### src/rtl/dcache_wt.sv
// Direct-mapped, write-through, no-write-allocate data cache with one-word lines.
// Optional hit/miss counters are built when DCACHE_STATS_EN is defined.
module dcache_wt #(
  parameter int WIDTH    = 32,
  parameter int IDX_BITS = 3
) (
  input  logic             clk,
  input  logic             rst,
  input  logic             cpu_re,
  input  logic             cpu_we,
  input  logic [WIDTH-1:0] cpu_addr,
  input  logic [WIDTH-1:0] cpu_wdata,
  output logic [WIDTH-1:0] cpu_rdata,
  output logic             stall_o,
  output logic             mem_req,
  output logic             mem_we,
  output logic [WIDTH-1:0] mem_addr,
  output logic [WIDTH-1:0] mem_wdata,
  input  logic [WIDTH-1:0] mem_rdata,
  input  logic             mem_ack
`ifdef DCACHE_STATS_EN
  ,
  output logic [31:0]      hit_cnt,
  output logic [31:0]      miss_cnt
`endif
);

  localparam int LINES = 2 ** IDX_BITS;
  localparam int TAG_W = WIDTH - IDX_BITS - 2;

  typedef enum logic [1:0] {IDLE, RFILL, WBUS, WDONE} state_t;

  state_t               state_q, state_d;
  logic [LINES-1:0]     valid_q;
  logic [TAG_W-1:0]     tag_arr  [LINES];
  logic [WIDTH-1:0]     data_arr [LINES];

  logic [IDX_BITS-1:0]  cpu_idx, fill_idx;
  logic [TAG_W-1:0]     cpu_tag, fill_tag;
  logic                 hit, rd_req, stall_raw;
  logic                 unused_addr_bits;

  assign cpu_idx  = cpu_addr[IDX_BITS+1:2];
  assign cpu_tag  = cpu_addr[WIDTH-1:IDX_BITS+2];
  // Refill target comes from the held bus address, not the CPU port.
  assign fill_idx = mem_addr[IDX_BITS+1:2];
  assign fill_tag = mem_addr[WIDTH-1:IDX_BITS+2];
  assign hit      = valid_q[cpu_idx] && (tag_arr[cpu_idx] == cpu_tag);
  assign rd_req   = cpu_re && !cpu_we;
  assign unused_addr_bits = ^cpu_addr[1:0];

  always_comb begin
    state_d   = state_q;
    stall_raw = 1'b0;
    cpu_rdata = '0;
    case (state_q)
      IDLE: begin
        if (cpu_we) begin
          stall_raw = 1'b1;
          state_d   = WBUS;
        end else if (cpu_re) begin
          if (hit) begin
            cpu_rdata = data_arr[cpu_idx];
          end else begin
            stall_raw = 1'b1;
            state_d   = RFILL;
          end
        end
      end
      RFILL: begin
        stall_raw = 1'b1;
        if (mem_ack) state_d = IDLE;
      end
      WBUS: begin
        stall_raw = 1'b1;
        if (mem_ack) state_d = WDONE;
      end
      WDONE:   state_d = IDLE;
      default: state_d = IDLE;
    endcase
  end

  // Stall must drop immediately while reset is held, even before any edge.
  assign stall_o = stall_raw & rst;

  always_ff @(posedge clk or negedge rst) begin
    if (!rst) begin
      state_q   <= IDLE;
      valid_q   <= '0;
      mem_req   <= 1'b0;
      mem_we    <= 1'b0;
      mem_addr  <= '0;
      mem_wdata <= '0;
    end else begin
      state_q <= state_d;
      case (state_q)
        IDLE: begin
          if (cpu_we) begin
            mem_req   <= 1'b1;
            mem_we    <= 1'b1;
            mem_addr  <= {cpu_addr[WIDTH-1:2], 2'b00};
            mem_wdata <= cpu_wdata;
          end else if (cpu_re && !hit) begin
            mem_req  <= 1'b1;
            mem_we   <= 1'b0;
            mem_addr <= {cpu_addr[WIDTH-1:2], 2'b00};
          end
        end
        RFILL: begin
          if (mem_ack) begin
            mem_req           <= 1'b0;
            valid_q[fill_idx] <= 1'b1;
          end
        end
        WBUS: begin
          if (mem_ack) begin
            mem_req <= 1'b0;
            mem_we  <= 1'b0;
          end
        end
        default: ;
      endcase
    end
  end

  always_ff @(posedge clk) begin
    if (state_q == IDLE && cpu_we && hit)
      data_arr[cpu_idx] <= cpu_wdata;
    if (state_q == RFILL && mem_ack) begin
      data_arr[fill_idx] <= mem_rdata;
      tag_arr[fill_idx]  <= fill_tag;
    end
  end

`ifdef DCACHE_STATS_EN
  always_ff @(posedge clk or negedge rst) begin
    if (!rst) begin
      hit_cnt  <= '0;
      miss_cnt <= '0;
    end else if (state_q == IDLE && rd_req) begin
      if (hit) begin
        if (hit_cnt != '1) hit_cnt <= hit_cnt + 32'd1;
      end else begin
        if (miss_cnt != '1) miss_cnt <= miss_cnt + 32'd1;
      end
    end
  end
`else
  logic unused_rd_req;
  assign unused_rd_req = rd_req;
`endif

endmodule
### config.mk
export PLATFORM = sky130hd
export DESIGN_NAME = dcache_wt
export DESIGN_NICKNAME = d
export VERILOG_FILES = /design/src/rtl/dcache_wt.sv
export SDC_FILE = /design/constraint.sdc
export NUM_CORES = 1
export LEC_CHECK = 0
export ABC_AREA = 1
export CORE_AREA = 3 3 244 246
export CTS_CLUSTER_SIZE = 30
export DETAILED_ROUTE_END_ITERATION = 10
export DIE_AREA = 0 0 247 249
export SYNTH_ARGS = -nofsm -noshare
export SYNTH_HDL_FRONTEND = slang
export SYNTH_SLANG_ARGS = --single-unit
### constraint.sdc
create_clock -name clk -period 4.15 [get_ports clk]
set_clock_uncertainty 0.15 [all_clocks]
set_input_delay 0.415 -clock clk [delete_from_list [all_inputs] [get_ports clk]]
set_output_delay 0.415 -clock clk [all_outputs]
set_load 0.01 [all_outputs]
After elaboration in Yosys (flattened, before gate mapping)

Memories as Yosys holds them, arrays and structs flattened.
Index checks and enable logic that the tools add are counted.

Magnitude comparators: 3
Equal/unequal tests: 10
Mux-type cells: 34
Bitwise gates (word level): 2
Reductions and logical operators: 19

Operator list:

| operator                                                                            | number |
|---|---|
| 32-bit two-way mux                                                                  | 7 |
| 32-bit OR reduction                                                                 | 1 |
| 27-bit equality test                                                                | 1 |
| 1-bit two-way mux                                                                   | 15 |
| 2-bit two-way mux                                                                   | 5 |
| 3-bit inequality test, second input constant                                        | 3 |
| 3-bit by 4-bit < comparator with 1-bit output, second input constant                | 2 |
| 8-bit bitwise OR                                                                    | 1 |
| 2-bit one-hot mux with 4 select lines                                               | 1 |
| 1-bit logical AND                                                                   | 6 |
| 1-bit one-hot mux with 2 select lines                                               | 3 |
| 2-bit AND reduction                                                                 | 3 |
| 3-bit AND reduction                                                                 | 2 |
| 2-bit nonzero test                                                                  | 3 |
| 2-bit equality test, second input constant                                          | 2 |
| 2-bit inequality test, second input constant                                        | 2 |
| 4-bit AND reduction                                                                 | 1 |
| 1-bit binary-select mux with 3-bit select                                           | 1 |
| 1-bit demux with 3-bit select                                                       | 1 |
| 3-bit by 1-bit greater-or-equal comparator with 1-bit output, second input constant | 1 |
| 3-bit two-way mux                                                                   | 1 |
| 2-bit by 1-bit equality test with 1-bit output, second input constant               | 1 |
| 2-bit zero test                                                                     | 1 |
| 2-bit by 1-bit inequality test with 1-bit output, second input constant             | 1 |
| other kinds (3)                                                                     | 3 |

Bits in registers: 76
Bits in writable memories: 472
Bits of input ports: 101
Output and inout port bits: 99
Logic and storage cells: 76
Memories kept: 2

Memories:

| name     | words | width | rd ports | clocked after memory_dff | write ports | RTL line | RTL |
|---|---|---|---|---|---|---|---|
| data_arr | 8     | 32    | 1        | 0                        | 1           | 36       | `logic [WIDTH-1:0] data_arr [LINES];` |
| tag_arr  | 8     | 27    | 1        | 0                        | 1           | 35       | `logic [TAG_W-1:0] tag_arr [LINES];` |

Longest topological paths before layout

Depth after elaboration: 8
Depth in mapped cells: 22
Gate-level depth less buffers: 19

Least setup slack after synthesis

No wires, ideal clock.

Path kind: input to register
Start point: input port cpu_addr[2]
End point: memory data_arr[0][0], enable pin
Setup time: 0.421 ns
Arrival: 3.277 ns
Required time: 3.579 ns
Slack: 0.302 ns
Cell stages on the path: 16
Path buffers: 3
Cell sequence: buf_4 buf_6 buf_4 nor2_1 nor2_1 o21ai_1 nand3_1 nand3_1 nand3_1 nor2_1 nand2_1 nor2_1 nand2_1 o21ai_1 nand3_1 nor2_1

Word-level cells in the longest chain between the ends: 7
Elaborated cells on any way between the ends: 10
Classes of those cells: eq/ne: 1; mux: 6; reduce/logical: 2; memory: 1

RTL lines:

| item                                                                                       | RTL line | RTL |
|---|---|---|
| start, declared                                                                            | 11       | `input logic [WIDTH-1:0] cpu_addr,` |
| memory read 8 x 27 bit / 1-bit binary-select mux with 3-bit select (equally long branches) | -        |  |
| 27-bit equality test / 1-bit two-way mux (equally long branches)                           | 48       | `assign hit = valid_q[cpu_idx] && (tag_arr[cpu_idx] == cpu_tag);` |
| 1-bit logical AND                                                                          | 48       |  |
| 1-bit logical AND                                                                          | 127      | `if (state_q == IDLE && cpu_we && hit)` |
| 1-bit two-way mux                                                                          | 127      |  |
| 1-bit two-way mux (implied by the code)                                                    | 128      | `data_arr[cpu_idx] <= cpu_wdata;` |
| 1-bit two-way mux (no line)                                                                | -        |  |
| end, declared                                                                              | 36       |  |

Several ways; a longest one is shown, not always the timed one. The select of a mux whose other input is x is not followed.

Worst setup path in the final report

Start point: input port cpu_addr[2]
End point: output port cpu_rdata[16]

Word-level cells in the longest chain between the ends: 7
Elaborated cells on any way between the ends: 10
Classes of those cells: eq/ne: 1; mux: 6; reduce/logical: 1; memory: 2

RTL lines:

| item                                                                                       | RTL line | RTL |
|---|---|---|
| memory read 8 x 27 bit / 1-bit binary-select mux with 3-bit select (equally long branches) | -        |  |
| 27-bit equality test / 1-bit two-way mux (equally long branches)                           | 48       |  |
| 1-bit logical AND                                                                          | 48       |  |
| 32-bit two-way mux (*)                                                                     | 62       | `if (hit) begin` |
| 32-bit two-way mux (*)                                                                     | 61       | `end else if (cpu_re) begin` |
| 32-bit two-way mux (*)                                                                     | 58       | `if (cpu_we) begin` |
| 32-bit two-way mux (*)                                                                     | 56       | `case (state_q)` |
| end, declared                                                                              | 13       | `output logic [WIDTH-1:0] cpu_rdata,` |

Mark *: on every way between the ends. The rest lies on a longest branch, timed or not. The select of a mux whose other input is x is not followed.

==> metrics.cfg <==
[final_layout]
final_core_util = 0.486
drive_gt1_frac = 0.0716
fin_area_um2 = 28000
syn_to_final_growth_pct = 21.9
nets = 2404
antenna_cells = 0

[drt]
num_vias = 15819
ant_nets = 0
routed.top_layer = met5
wl_met1_um = 25100
viasPerCell = 5.08
wl_um = 58800
dr.pass1.iters = 6
met2_length_um = 28800
drtIter0Drc = 1164
routed-wl-met3_um = 3360
drc = 0
wl_per_cell_um = 18.9

[timing]
hold_viol = 0
tightest_slew_ns = 1.12
finalSetupViolations = 0
max_freq_mhz = 262
fin_crit_sh = 0.919
rsz0062_at_grt = no
drv_slew = 0
whs_ns = 0.144
fin_crit_ns = 3.82
setup_tns_ns = 0
slew_headroom = 0.247

[power]
peakVddDrop_mv = 0.321
p_total_uw = 15400
powerDensity_nw_per_um2 = 552
p_leak_uw = 0.0108

[global_route]
grt_max_degree = 134
grt_antenna_before_repair = 1
grt.total_usage = 0.191
grt_pass1_vias = 15563
grt_overflow = 0
grt_first_pass_wirelength_um = 90400

[placed_design]
place_area_um2 = 26000
port_buffers = 195
place_congestion = 0.793
dp_hpwl_um = 33800

[clock_tree]
cts_root_buf = clkbuf_16
clk_pin_slew_ns = 0.06
insertion_delay_ns = 0.61
htree_levels = 2
cts_tree = yes
cts-buffers-inserted = 57
cts_sinks = 546
clockBufferDepth = 3

[synthesis]
syn_area_per_cell_um2 = 10.9
ys_seq_area_frac = 0.698
ys_ff_latch = 546
netlist_area_um2 = 23000
syn_inst = 2114
ys_warn_count = 0
yosysUniqueCellTypes = 31

[floorplan]
die_w_um = 247
rows = 88
initial_core_util = 0.399
fp.dieH_um = 249
core_area_um2 = 57600
die-area_um2 = 61500
ioPinCount = 200

[setup_path]
reg2reg_slack_ns = 1.12
worstPathRequired_ns = 3.59
critPathKind = in2out
arrival_ns = 3.25
rr_worst_depth = 16
rr_startpoint = tag_arr[6][8]
critPathMaxFanout = 133
endpoint_kind = output port
rr_endpoint = data_arr[6][31]
crit_path_start_kind = input pin

[outcome]
status = complete, no violations

[min_path]
hold_class = in2async

[run]
drv_cap = 0

[worst max-delay path, stage by stage]
cell	delay, ns
buf_6	0.12
buf_12	0.40
nor2_1	0.11
nor2_1	0.09
o21ai_0	0.08
nand3_1	0.13
nand2_1	0.07
nand2_1	0.15
o2111ai_1	0.15
nor2_1	0.11
and3_1	0.17
nand4_1	0.17
buf_12	0.24
nor2_1	0.12
clkdlybuf4s50_1	0.58
[cell usage in the layout, fill, tap and decap left out, drive strengths merged, types with 2 or more instances in the layout]
cell type / Yosys / layout
o21ai: 285 / 285
nand2: 436 / 436
o221ai: 32 / 32
dfrtp: 74 / 74
nand4: 8 / 8
nor2: 256 / 256
edfxtp: 472 / 472
clkinv: 1 / 18
nand3: 154 / 154
ha: 4 / 4
inv: 222 / 224
clkdlybuf4s50: 0 / 191
o22ai: 33 / 33
conb: 1 / 2
o2111ai: 3 / 3
or2: 10 / 10
clkbuf: 61 / 79
bufinv: 0 / 9
buf: 56 / 50
[registers in the layout, summed over array words and instances (netlist names)]
signal     count
tag_arr      216
state_q        2
mem_req        1
mem_we         1
mem_addr      30
valid_q        8
mem_wdata     32
data_arr     256
[how the worst max path moves through the flow]
stage / start / end / slack [ns]
2_1_floorplan: cpu_addr[2] / data_arr[0][0] / 0.30
3_3_place_gp: cpu_addr[2] / data_arr[6][18] / 0.24
6_report: cpu_addr[2] / cpu_rdata[16] / 0.33
4_1_cts: cpu_addr[2] / cpu_rdata[16] / 0.27
5_1_grt: cpu_addr[2] / cpu_rdata[12] / 0.03
3_5_place_dp: cpu_addr[2] / data_arr[4][18] / 0.27
[Yosys cell counts, drive strengths merged]
cell | number | area share
buf | 56 | 0.015
clkinv | 1 | 0.00016
o2111ai | 3 | 0.0011
o21a | 1 | 0.00033
and3 | 1 | 0.00027
nor2 | 256 | 0.042
nor4 | 1 | 0.00027
clkbuf | 61 | 0.010
nand3 | 154 | 0.034
o22ai | 33 | 0.0090
or2 | 10 | 0.0027
o21bai | 1 | 0.00033
nand2 | 436 | 0.072
conb | 1 | 0.00016
inv | 222 | 0.036
dfrtp | 74 | 0.081
o221ai | 32 | 0.012
o21ai | 285 | 0.062
a21oi | 1 | 0.00022
edfxtp | 472 | 0.62
nor3b | 1 | 0.00033
ha | 4 | 0.0022
nand4 | 8 | 0.0022
[where the power goes]
group          leakage, uW  internal, uW  switching [uW]  total, uW
combinational      0.00461          1050            1560       2610
sequential         0.00518          6980             514       7490
clock             0.000982          3270            2070       5350
[routing by layer]
metal / global-route usage / up-vias
met5: 0 / -
met4: 0.0575 / 2
li1: - / 7565
met1: 0.254 / 7702
met2: 0.322 / 445
met3: 0.0288 / 105
[cells by family (layout without fill, tap and decap cells)]
kind of cell	count (synthesis)	count (layout)	synth area share
DFF	546	546	0.698
other	1	2	0.000163
adders and majority gates	4	4	0.00218
AOI/OAI and AO/OA	356	356	0.0853
and+or+nand+nor	867	867	0.153
buffers and inverters	340	573	0.0618
[per-stage QoR]
step                      instances  worst slack [ns]
final                          3113             0.334
after floorplan                2115             0.302
after global routing           3113            0.0332
after detailed placement       3004             0.268
after CTS                      3113             0.267
after global placement         3004             0.239
[final cells by class]
type                       count  area, um2
clock inverter                29        395
sequential                   546      16000
tap                          765        957
fill                        5072      29600
inverter                     223        846
multi-input combinational   1229       5650
timing repair buffer         242       2510
clock buffer                  79       1610
[what timing repair did]
| action | in CTS | in global routing |
|---|---|---|
| endpoints found under the setup margin | 0 | 2 |
| hold endpoints to repair | 23 | 0 |
| setup buffers | 0 | 0 |
| gates resized for setup | 0 | 1 |
| hold buffers | 1 | 0 |
No activity file was read; power rests on OpenSTA's default activity.
